`config.mk`:
```
export PLATFORM = sky130hd
export DESIGN_NAME = io_input_reader
export DESIGN_NICKNAME = d
export VERILOG_FILES = /design/src/rtl/io_input_reader.sv
export SDC_FILE = /design/constraint.sdc
export NUM_CORES = 1
export LEC_CHECK = 0
export CAP_MARGIN = 30
export CORE_MARGIN = 2
export CORE_UTILIZATION = 61
export DETAILED_ROUTE_END_ITERATION = 10
export PLACE_DENSITY = 0.79
export SYNTH_ARGS = -nofsm -noshare
export SYNTH_HDL_FRONTEND = slang
export SYNTH_SLANG_ARGS = --single-unit
```
`constraint.sdc`:
```
create_clock -name clk -period 2.4 [get_ports clk]
set_clock_uncertainty 0.1 [all_clocks]
set_input_delay 0.24 -clock clk [delete_from_list [all_inputs] [get_ports clk]]
set_output_delay 0.24 -clock clk [all_outputs]
set_load 0.005 [all_outputs]
```
`src/rtl/io_input_reader.sv`:
```
// io_input_reader: read side of the I/O mapper.
// Synchronizes and debounces the active-low cabinet inputs and coin switches,
// latches coin insertions until read, and returns register data on read strobes.
// Ports:
//   clk, rst    system clock, synchronous active-high reset
//   ce          debounce tick (gates only the debounce counters)
//   raw_in      16 active-low inputs; port A = [7:0], port B = [15:8]
//   coin_n      2 active-low coin switches
//   cs, rd      chip select and read strobe (one accept per rising strobe)
//   addr        register select: 0 port A, 1 port B, 2 coin latches, 3 coin level
//   dout        registered read data, holds until the next read
//   dout_valid  one-clock pulse marking new dout
//   coin_irq    high while any coin latch is set
module io_input_reader #(
  parameter int unsigned DB_COUNT = 4,
  parameter int unsigned DBW      = 8
) (
  input  logic        clk,
  input  logic        rst,
  input  logic        ce,
  input  logic [15:0] raw_in,
  input  logic [1:0]  coin_n,
  input  logic        cs,
  input  logic        rd,
  input  logic [1:0]  addr,
  output logic [7:0]  dout,
  output logic        dout_valid,
  output logic        coin_irq
);

  localparam int unsigned NIN   = 18;
  localparam int unsigned NCOIN = 2;

  logic [NIN-1:0]   sync1;
  logic [NIN-1:0]   sync2;
  logic [NIN-1:0]   stable;
  logic [NIN-1:0]   stable_nxt;
  logic [DBW-1:0]   cnt     [NIN];
  logic [DBW-1:0]   cnt_nxt [NIN];
  logic [NCOIN-1:0] coin_latch;
  logic [NCOIN-1:0] coin_latch_nxt;
  logic [NCOIN-1:0] coin_fall;
  logic             req;
  logic             req_q;
  logic             accept;
  logic             pend;
  logic [7:0]       rd_data;
  logic [7:0]       mux;

  // Per-bit debounce: count ce ticks of disagreement, adopt sync value on the last one
  always_comb begin
    for (int i = 0; i < NIN; i++) begin
      stable_nxt[i] = stable[i];
      cnt_nxt[i]    = cnt[i];
      if (sync2[i] == stable[i]) begin
        cnt_nxt[i] = '0;
      end else if (ce) begin
        if (cnt[i] == DBW'(DB_COUNT - 1)) begin
          stable_nxt[i] = sync2[i];
          cnt_nxt[i]    = '0;
        end else begin
          cnt_nxt[i] = cnt[i] + DBW'(1);
        end
      end
    end
  end

  // Read strobe edge detect
  always_comb begin
    req    = cs & rd;
    accept = req & ~req_q;
  end

  // Coin latch: falling stable edge sets on the same clock; a colliding read-clear loses
  always_comb begin
    coin_fall      = stable[NIN-1:NIN-2] & ~stable_nxt[NIN-1:NIN-2];
    coin_latch_nxt = coin_latch;
    if (accept && (addr == 2'd2)) begin
      coin_latch_nxt = '0;
    end
    coin_latch_nxt = coin_latch_nxt | coin_fall;
  end

  // Register read mux; addr 2 samples the latch before any clear
  always_comb begin
    mux = 8'hFF;
    case (addr)
      2'd0:    mux = stable[7:0];
      2'd1:    mux = stable[15:8];
      2'd2:    mux = {6'b0, coin_latch};
      default: mux = {6'b0, stable[NIN-1:NIN-2]};
    endcase
  end

  // All state; inputs idle high, so sync and stable reset to 1
  always_ff @(posedge clk) begin
    if (rst) begin
      sync1      <= '1;
      sync2      <= '1;
      stable     <= '1;
      for (int i = 0; i < NIN; i++) cnt[i] <= '0;
      coin_latch <= '0;
      coin_irq   <= 1'b0;
      req_q      <= 1'b0;
      pend       <= 1'b0;
      rd_data    <= 8'hFF;
      dout       <= 8'hFF;
      dout_valid <= 1'b0;
    end else begin
      sync1      <= {coin_n, raw_in};
      sync2      <= sync1;
      stable     <= stable_nxt;
      for (int i = 0; i < NIN; i++) cnt[i] <= cnt_nxt[i];
      coin_latch <= coin_latch_nxt;
      coin_irq   <= |coin_latch;
      req_q      <= req;
      pend       <= accept;
      if (accept) begin
        rd_data <= mux;
      end
      if (pend) begin
        dout <= rd_data;
      end
      dout_valid <= pend;
    end
  end

endmodule

```
## Yosys cells after proc, flatten, opt, wreduce, memory -nomap -nowiden

Memory sizes are Yosys's and may differ from the RTL's.
Cells that the tools add are included.

- Register bits after elaboration: 76
- Bits in latches: 0
- Bits in writable memories: 144
- Bits in read-only memories: 0
- Output and inout port bits: 10
- Logic and storage cells: 225
- Memories: 1

- $add $sub $neg: 18
- $mul: 0
- Div/mod/pow operators: 0
- Magnitude comparators: 0
- Equal/unequal tests: 38
- Shift operators: 0
- Mux-type cells: 83
- Bitwise logic cells: 40
- Reduce and logical (&&, ||, !) cells: 19

Memories:

| memory | depth | width | read ports | clocked after memory_dff | wr ports | RTL line | source |
|---|---|---|---|---|---|---|---|
| cnt | 18 | 8 | 18 | 0 | 18 | 38 | `logic [DBW-1:0] cnt [NIN];` |

Operators with widths:

| cell | number |
|---|---|
| two-way mux 8 bit | 72 |
| adder 8 x 1 -> 8 bit (second input constant) | 18 |
| equality test 8 x 2 -> 1 bit (second input constant) | 18 |
| AND reduction 3 bit | 16 |
| one-hot mux 8 bit (3 select lines) | 1 |
| equality test 1 bit | 18 |
| OR 1 bit | 18 |
| inverter 1 bit | 17 |
| two-way mux 1 bit | 9 |
| bitwise AND 1 bit | 2 |
| bitwise AND 2 bit | 1 |
| equality test 2 x 1 -> 1 bit (second input constant) | 1 |
| equality test 2 bit (second input constant) | 1 |
| logical NOT 2 bit | 1 |
| two-way mux 2 bit | 1 |
| inverter 2 bit | 1 |
| OR 2 bit | 1 |
| OR reduction 2 bit | 1 |
| logical AND 1 bit | 1 |

## Longest topological paths before layout

Gate-level depths: netlist (run 1).

- Depth in word-level cells: 7
- Mapped depth: 6
- Depth with buffers taken out: 4

## Worst setup path after synthesis (run 1)

OpenSTA, ideal clock, no wires.

- Path kind: register to register
- Start point: mem cnt[6][0]
- End point: mem cnt[6][0]
- Data arrival time: 1,434 ps
- Data required time: 2,174 ps
- Path slack: 740 ps
- Cell stages (with the launch flop): 5
- Buffers on the path: 0
- Clock period less this slack: 1,660 ps
- Cells stage by stage: dfxtp_1 -> ha_1 -> or4bb_1 -> o211ai_2 -> nor2_1

RTL lines:

| element | RTL line |
|---|---|
| from (decl) | 38 |

==> flow_summary.toml, run 1 <==
[floorplan]
die_y_um = 127
coreArea_um2 = 14600
ios = 35
rows = 44
start_util_pct = 63.0
die_w_um = 127
die-area_um2 = 16100

[worst_setup_path]
reg2reg_depth = 4
path_max_fanout = 7
cp_data_required_time_ns = 2.67
slowest_stage = "or4bb_1"
path_delay_family = "simple AND/OR/NAND/NOR gates"
cp-start-kind = "flop"
worst-setup-path-type = "flop to flop"
critical_path.cell_chain = "ha_1, or4bb_1, o211ai_2, nor2_1"
cpPeakStageDelay_ns = 0.55
critPathArrivalTime_ns = 2.14
crit_buf_inv = 0
ff2ff_setup_slack_ns = 0.52
r2r_end = "cnt[4][1]"
rr_startpoint = "cnt[4][0]"
end_kind = "flop"

[grt]
grtUsageTotal_pct = 21.8
grt_pass1_wl_mm = 29.9
grt_max_degree = 54
grt_overflow = 0
grt_pass1_vias = 6688
grt_util_met2_pct = 37.3
grt_busiest_layer = "met2"
grtUsageMet1_pct = 28.9
antenna_found_initial = 0
gr-usage-met3_pct = 3.37

[synthesis]
netlist_instances = 982
synth_cell_types = 36
yosys-top-cells-area = "dfxtp_1, xor2_1, nand4_1, o21ai_0, nor2_1"
ys_seq_elements = 220
yosysTopAreaCellShare_pct = 47.7
syn_nets = 1025
avgSynthCellArea_um2 = 9.39
syn_area_um2 = 9220
post-synth-top-area-cell = "dfxtp_1"
synth_seq_area_share_pct = 47.7
ys_warn_count = 0

[drt]
routed_wl_mm = 17.3
drt_iter0_drc = 411
ant_nets = 0
wl_per_cell_um = 14.2
via_count = 7129
viasPerCell = 5.85
drc_errors = 0
dr.pass1.iters = 4

[finish]
stdcell_area_um2 = 10500
final_common_cell = "dfxtp_1"
area_delta_synth_final_pct = 13.8
fin_nets = 1064
antennaDiodeCount = 0
final_cell_mix = "dfxtp_1, nor2_1, xor2_1, o21ai_0, nand2_1"
final_layout_size_suffix_gt1_share_pct = 9.37

[power_and_ir_drop]
p_leak_nw = 3.67
powerDensity_nw_per_um2 = 711
ir_drop_mv = 0.522

[min_path]
hold_class = "input pin to flop"
min_from = "ce"
whs_endpoint = "cnt[5][1]"
whs_path_depth = 3

[timing]
setup-tns-final_ns = 0
fin_crit_sh_pct = 78.3
drv_slew = 0
finalSetupViolations = 0
final_hold_viol_count = 0
relSlewSlack_pct = 59.9
post-route-min-period_ns = 1.88
worst_pin_slew_ns = 0.599
rsz0062_at_grt = "no"
fmax_mhz = 532

[cts]
clock_path_buffers = 3
cts_max_level = 1
cts_buffers = 22
root_buffer = "clkbuf_16"
ctsResizeCount = 0
hold_buffers = 1
post_cts_buffers = 0
cts_tree = "yes"
clock_latency_ns = 0.49
cts_sinks = 220
clkSlewWorstSetupHoldPaths_ns = 0.06

[placement]
hpwl_mm = 11.3
place_area_um2 = 9740
place_congestion = 0.796
io_buffers = 34

[run_status]
run_status = "completed"

[run]
maxCapViolCount = 0
==> how the worst max path moves through the flow <==
stage          depth (start not counted)  startpoint    endpoint  slack (ns)
4_1_cts                                4   cnt[4][0]   cnt[4][1]        0.51
2_1_floorplan                          4   cnt[6][0]   cnt[6][0]        0.74
3_5_place_dp                           5          ce   stable[1]        0.45
5_1_grt                                4   cnt[4][0]   cnt[4][3]        0.40
3_3_place_gp                           5          ce  cnt[15][3]        0.53
6_report                               4   cnt[4][0]   cnt[4][1]        0.52
==> flip-flops by register name (all words and copies together), names as in the netlist <==
signal	count
cnt	144
coin_irq	1
coin_latch	2
dout	8
dout_valid	1
pend	1
rd_data	8
req_q	1
stable	18
sync1	18
sync2	18
==> final cells by class <==
class                      instances  area (um2)
clock buffer                      31         666
clock inverter                     7        85.1
fill                            1110        4140
multi-input combinational        709        4590
inverter                          24        90.1
timing repair buffer              44         435
sequential                       220        4400
tap                              184         230
==> metrics by stage <==
step	hold WS (ns)	cells	total power, mW	setup slack, ns	utilization (%)
2_1_floorplan	0.244	982	3.98	0.740	-
3_3_place_gp	0.291	1180	4.06	0.528	66.5
3_5_place_dp	0.293	1180	4.07	0.453	66.5
4_1_cts	0.150	1219	7.54	0.506	71.7
5_1_grt	0.174	1219	7.72	0.402	71.7
6_report	0.163	1219	7.47	0.522	71.7
==> cells in the mapped netlist <==
| cell | count |
|---|---|
| a21oi_1 | 64 |
| and3_1 | 1 |
| buf_1 | 2 |
| buf_2 | 9 |
| buf_4 | 5 |
| clkbuf_1 | 13 |
| clkinv_1 | 1 |
| dfxtp_1 | 220 |
| ha_1 | 18 |
| inv_1 | 23 |
| mux2i_1 | 32 |
| mux4_2 | 2 |
| nand2_1 | 69 |
| nand2b_1 | 1 |
| nand3_1 | 25 |
| nand3b_1 | 1 |
| nand4_1 | 62 |
| nand4_2 | 2 |
| nand4b_1 | 2 |
| nand4bb_1 | 11 |
| nor2_1 | 93 |
| nor2b_1 | 1 |
| nor4_1 | 2 |
| nor4bb_1 | 2 |
| o211ai_1 | 9 |
| o211ai_2 | 9 |
| o21ai_0 | 70 |
| o311ai_0 | 13 |
| o311ai_1 | 3 |
| o31ai_1 | 12 |
| or2_2 | 36 |
| or3_1 | 48 |
| or4_1 | 24 |
| or4bb_1 | 7 |
| xnor2_1 | 18 |
| xor2_1 | 72 |
==> worst min-delay path, cell delays in order <==
cell and delay, ns:
buf_4 0.23, mux2i_1 0.16, nor2_1 0.08
==> cell families after synthesis <==
kind of cell | synth area share (%)
simple gates | 23.1
flops | 47.7
compound gates | 11.7
xor+xnor | 8.55
buf+inv | 2.48
mux | 3.96
fa+ha+maj | 2.44
==> layer usage <==
metal | vias to the layer above | part of all wire (%)
met1 | 3330 | 47
li1 | 3634 | -
met5 | - | 0
met3 | 35 | 3.8
met4 | 0 | 2.1
met2 | 130 | 47
==> where the power goes <==
group          total [mW]  internal (mW)  switching, mW
clock                3.48           2.14           1.34
combinational       0.259          0.124          0.136
sequential           3.73           3.70         0.0315
No activity file was read; power rests on OpenSTA's default activity.
==> run 2: changes to the inputs <==
--- a/config.mk
+++ b/config.mk
@@ -7,9 +7,9 @@
 export LEC_CHECK = 0
 export CAP_MARGIN = 30
 export CORE_MARGIN = 2
-export CORE_UTILIZATION = 61
+export CORE_UTILIZATION = 55
 export DETAILED_ROUTE_END_ITERATION = 10
-export PLACE_DENSITY = 0.79
+export PLACE_DENSITY = 0.75
 export SYNTH_ARGS = -nofsm -noshare
 export SYNTH_HDL_FRONTEND = slang
 export SYNTH_SLANG_ARGS = --single-unit
==> constraint.sdc (replaced) <==
create_clock -name clk -period 1.7 [get_ports clk]
set_clock_uncertainty 0.1 [all_clocks]
set_input_delay 0.17 -clock clk [delete_from_list [all_inputs] [get_ports clk]]
set_output_delay 0.17 -clock clk [all_outputs]
set_load 0.005 [all_outputs]
==> run 2 against run 1 <==
Final cell count rose by 9.3%. Total power rose by 44%. Non-clock buffer count rose by 74. Critical path type is now flop to primary output. Largest power group unchanged. Highest routed layer is now met5.
==> flow_summary.toml, run 2 (same netlist as run 1, synthesis figures left out) <==
[run_status]
run_status = "completed"

[timing]
fin_crit_sh_pct = 97.2
worst_pin_slew_ns = 0.428
fmax_mhz = 605
relSlewSlack_pct = 71.2
drv_slew = 0
post-route-min-period_ns = 1.65
finalSetupViolations = 0
final_hold_viol_count = 0
fin_hold_ws_ns = 0.0214

[worst_setup_path]
path_max_fanout = 2
r2r_end = "cnt[12][2]"
critPathArrivalTime_ns = 1.38
ff2ff_setup_slack_ns = 0.05
slowest_stage = "clkdlybuf4s50_1"
path_delay_family = "buffers and inverters"
reg2reg_depth = 5
cp-start-kind = "flop"
crit_buf_inv = 1
cpPeakStageDelay_ns = 0.51
critical_path.cell_chain = "clkdlybuf4s50_1"
rr_startpoint = "cnt[12][1]"
worst-setup-path-type = "flop to primary output"
end_kind = "primary output"
cp_data_required_time_ns = 1.43

[cts]
clkSlewWorstSetupHoldPaths_ns = 0.06
clock_path_buffers = 3
clock_latency_ns = 0.51
root_buffer = "clkbuf_16"
cts_tree = "yes"
cts_sinks = 220
cts_buffers = 23
cts_max_level = 1

[power_and_ir_drop]
ir_drop_mv = 0.812
p_leak_nw = 4.08
powerDensity_nw_per_um2 = 956
total_power_mw = 10.7

[finish]
final_layout_size_suffix_gt1_share_pct = 16.5
final_cell_mix = "dfxtp_1, nor2_1, buf_4, xor2_1, o21ai_0"
antennaDiodeCount = 0
fin_nets = 1139
final_common_cell = "dfxtp_1"
top_register = "cnt"
area_delta_synth_final_pct = 21.9
nFillCells = 1267
final_util_pct = 68.3
largest_register_ffs = 144

[drt]
routed_wl_mm = 18.4
dr.pass1.iters = 5
viasPerCell = 5.57
via_count = 7419
drc_errors = 0
drt_iter0_drc = 404
ant_nets = 0
wl_per_cell_um = 13.8

[grt]
grtUsageTotal_pct = 20.9
grt_pass1_wl_mm = 31.5
grt_max_degree = 47
grt_overflow = 0
antenna_found_initial = 1
grtUsageMet1_pct = 27.5
grt_busiest_layer = "met2"
grt_util_met2_pct = 34.9
gr-usage-met3_pct = 3.84
grt_pass1_vias = 6912

[floorplan]
ios = 35
coreArea_um2 = 16500
die_w_um = 134
start_util_pct = 56.0
rows = 47
die-area_um2 = 17800
die_y_um = 134

[placement]
hpwl_mm = 12.6
io_buffers = 34
place_congestion = 0.816

[min_path]
min_from = "ce"
whs_path_depth = 4
whs_endpoint = "cnt[16][1]"
hold_class = "input pin to flop"

[run]
maxCapViolCount = 0
run 2: changes by cell type in the layout (fill, tap and decap cells not counted), sizes merged:
cell	before	now
buf	11	85
inv	24	25
clkbuf	31	33
run 2: layer usage:
metal	part of all wire [%]	vias up
li1	-	3782
met1	46	3465
met2	47	130
met3	3.9	40
met4	2.6	2
met5	0.087	-
run 2: what timing repair did:
action                                  4_1_cts  5_1_grt
endpoints found under the setup margin        7       38
resized for setup                             4       14
pin swaps                                     2        6
buffers inserted                              1        1
hold buffers                                  1        0
hold endpoints to repair                      1        0
run 2: worst max-delay path by stage:
stage,from,end,slack [ns],cells past startpoint
after floorplan,cnt[6][0],cnt[6][0],0.04,4
after global placement,cnt[4][0],cnt[4][4],0.02,4
after detailed placement,cnt[4][1],cnt[4][0],-0.02,4
after CTS,cnt[6][0],cnt[6][1],0.007,4
after global routing,cnt[15][0],stable[15],-0.0001,4
final,dout[6],dout[6],0.05,1
run 2: layout make-up:
class                           count  area [um2]  share of cell area [%]
Clock buffer                       33         683                    6.08
Clock inverter                      8        93.8                   0.835
Inverter                           24        90.1                   0.802
Multi-Input combinational cell    709        4670                    41.5
Sequential cell                   220        4410                    39.2
Tap cell                          220         275                    2.45
Timing Repair Buffer              118        1020                    9.07
run 2: per-stage QoR:
step           cell area [um2]  instances  setup slack (ns)    TNS, ns
6_report                 11200       1332            0.0474          0
5_1_grt                  11200       1332         -0.000105  -0.000105
4_1_cts                  11200       1331           0.00670          0
3_5_place_dp             10400       1288           -0.0201    -0.0926
3_3_place_gp             10400       1288            0.0208          0
2_1_floorplan             9220        982            0.0403          0
run 2: power by group:
part / leakage, nW / switching, mW / internal, mW
Clock: 0.390 / 1.96 / 3.09
Sequential: 1.79 / 0.0384 / 5.22
Combinational: 1.91 / 0.217 / 0.213
Total: 4.08 / 2.22 / 8.53
==> run 3: changes to the inputs <==
--- a/config.mk
+++ b/config.mk
@@ -5,11 +5,12 @@
 export SDC_FILE = /design/constraint.sdc
 export NUM_CORES = 1
 export LEC_CHECK = 0
-export CAP_MARGIN = 30
 export CORE_MARGIN = 2
 export CORE_UTILIZATION = 55
 export DETAILED_ROUTE_END_ITERATION = 10
 export PLACE_DENSITY = 0.75
+export SETUP_SLACK_MARGIN = 0.3
+export SKIP_LAST_GASP = 1
 export SYNTH_ARGS = -nofsm -noshare
 export SYNTH_HDL_FRONTEND = slang
 export SYNTH_SLANG_ARGS = --single-unit
==> run 3 against run 2 <==
Core utilization grew 4.9 points. Sequential power is essentially flat. Sequential share of layout area shrank 1.4 points. Count of clock-buffer cells in the layout grew 4. Global-route usage grew 1.6 points. Worst setup slack gained 0.082 ns. Total power shrank 1.2%. Critical path depth grew 3. Clock power shrank 2%. Non-clock buffer count grew 23. Flip-flop and latch count is the same. Highest routed layer is now met4.
==> flow_summary.toml, run 3 (same netlist as run 1, synthesis figures left out) <==
[timing]
fmax_mhz = 637
worst_pin_slew_ns = 0.513
drv_slew = 0
rsz0062_at_grt = "yes"
setup-tns-final_ns = 0
finalSetupViolations = 0
final_hold_viol_count = 0
fin_crit_sh_pct = 92.4
post-route-min-period_ns = 1.57
relSlewSlack_pct = 65.8

[cts]
cts_sinks = 220
clock_latency_ns = 0.51
clock_path_buffers = 3
clkSlewWorstSetupHoldPaths_ns = 0.06
cts_tree = "yes"
root_buffer = "clkbuf_16"
cts_buffers = 23
cts_max_level = 1

[placement]
io_buffers = 34
hpwl_mm = 12.3
place_area_um2 = 10400
dpl.cell_count = 1260
place_congestion = 0.816

[floorplan]
rows = 47
die_w_um = 134
coreArea_um2 = 16500
die-area_um2 = 17800
start_util_pct = 56.0
die_y_um = 134
ios = 35

[grt]
grt_max_degree = 50
grt_pass1_wl_mm = 33.9
antenna_found_initial = 0
grt_pass1_vias = 7374
grt_overflow = 0
grtUsageTotal_pct = 22.5

[worst_setup_path]
critPathArrivalTime_ns = 1.85
worst-setup-path-type = "flop to flop"
end_kind = "flop"
path_max_fanout = 7
cp-start-kind = "flop"
cp_data_required_time_ns = 1.98

[drt]
drt_iter0_drc = 396
via_count = 7716
routed_wl_mm = 20.9
drc_errors = 0
dr.pass1.iters = 5
ant_nets = 0
viasPerCell = 5.69
wl_per_cell_um = 15.4

[power_and_ir_drop]
powerDensity_nw_per_um2 = 880
switchingPower_mw = 2.25
combPwrFrac_pct = 4.2
clockPowerShare_pct = 46.5
ir_drop_mv = 1.17
seq_power_share_pct = 49.3
internal_power_mw = 8.36
p_leak_nw = 4.18
switching_share_pct = 21.2

[finish]
nFillCells = 1172
top_register = "cnt"
area_delta_synth_final_pct = 30.7
largest_register_ffs = 144
final_layout_size_suffix_gt1_share_pct = 33.7
final_util_pct = 73.2
antennaDiodeCount = 0
fin_nets = 1162
stdcell_area_um2 = 12100
final_cell_mix = "dfxtp_1, buf_4, xor2_1, nand2_1, nor2_1"
final_cells = 1355
final_common_cell = "dfxtp_1"

[min_path]
hold_class = "input pin to flop"

[run]
maxCapViolCount = 0

[run_status]
run_status = "completed"
[run 3: stage by stage]
step	setup WS (ns)	power, mW	hold WS (ns)
2_1_floorplan	0.208	5.60	0.174
3_3_place_gp	0.0493	5.77	0.294
3_5_place_dp	0.0125	5.77	0.294
4_1_cts	0.152	10.7	0.0309
5_1_grt	0.0714	10.9	0.0455
6_report	0.129	10.6	0.0465
[run 3: worst max-delay path, stage by stage (launching register included)]
cell	delay, ns
dfxtp_4	0.36
ha_4	0.13
or4bb_4	0.49
o211ai_4	0.29
nor2_1	0.08
[run 3: repair_timing]
item | CTS | global route
hold buffers | 1 | 0
setup endpoints to repair | 138 | 142
endpoints found under the hold margin | 4 | 0
setup buffers | 41 | 12
pin swaps | 40 | 31
gates resized for setup | 101 | 106
[run 3: path summary, 6_finish.rpt]
path	from	to	slack, ns	depth (start not counted)
setup reg to reg	cnt[4][0]	cnt[4][1]	0.13	4
setup / recovery	cnt[4][0]	cnt[4][1]	0.13	4
hold / removal	ce	cnt[17][1]	0.05	3
hold reg to reg	sync1[9]	sync2[9]	0.31	1
[run 3: metal layers]
| layer | global-route usage [%] | share of wire, % | up-vias |
|---|---|---|---|
| met5 | 0 | 0 | - |
| met4 | 6.26 | 2.1 | 0 |
| met3 | 3.50 | 3.2 | 42 |
| met2 | 39.9 | 51 | 140 |
| met1 | 28.4 | 44 | 3702 |
| li1 | - | - | 3832 |
[run 3: layout make-up]
class / instances / area, um2 / area share, %
Multi-Input combinational cell: 709 / 5190 / 43.1
Sequential cell: 220 / 4560 / 37.8
Timing Repair Buffer: 141 / 1190 / 9.91
Clock buffer: 37 / 698 / 5.79
Tap cell: 220 / 275 / 2.28
Inverter: 24 / 90.1 / 0.747
Clock inverter: 4 / 48.8 / 0.405
[run 3: power by group through the flow]
stage	clock [mW]	combinational, mW	sequential, mW
2_1_floorplan	0	0.252	5.35
3_3_place_gp	0	0.408	5.36
3_5_place_dp	0	0.413	5.36
4_1_cts	5.02	0.435	5.24
5_1_grt	5.21	0.489	5.23
6_report	4.93	0.449	5.23
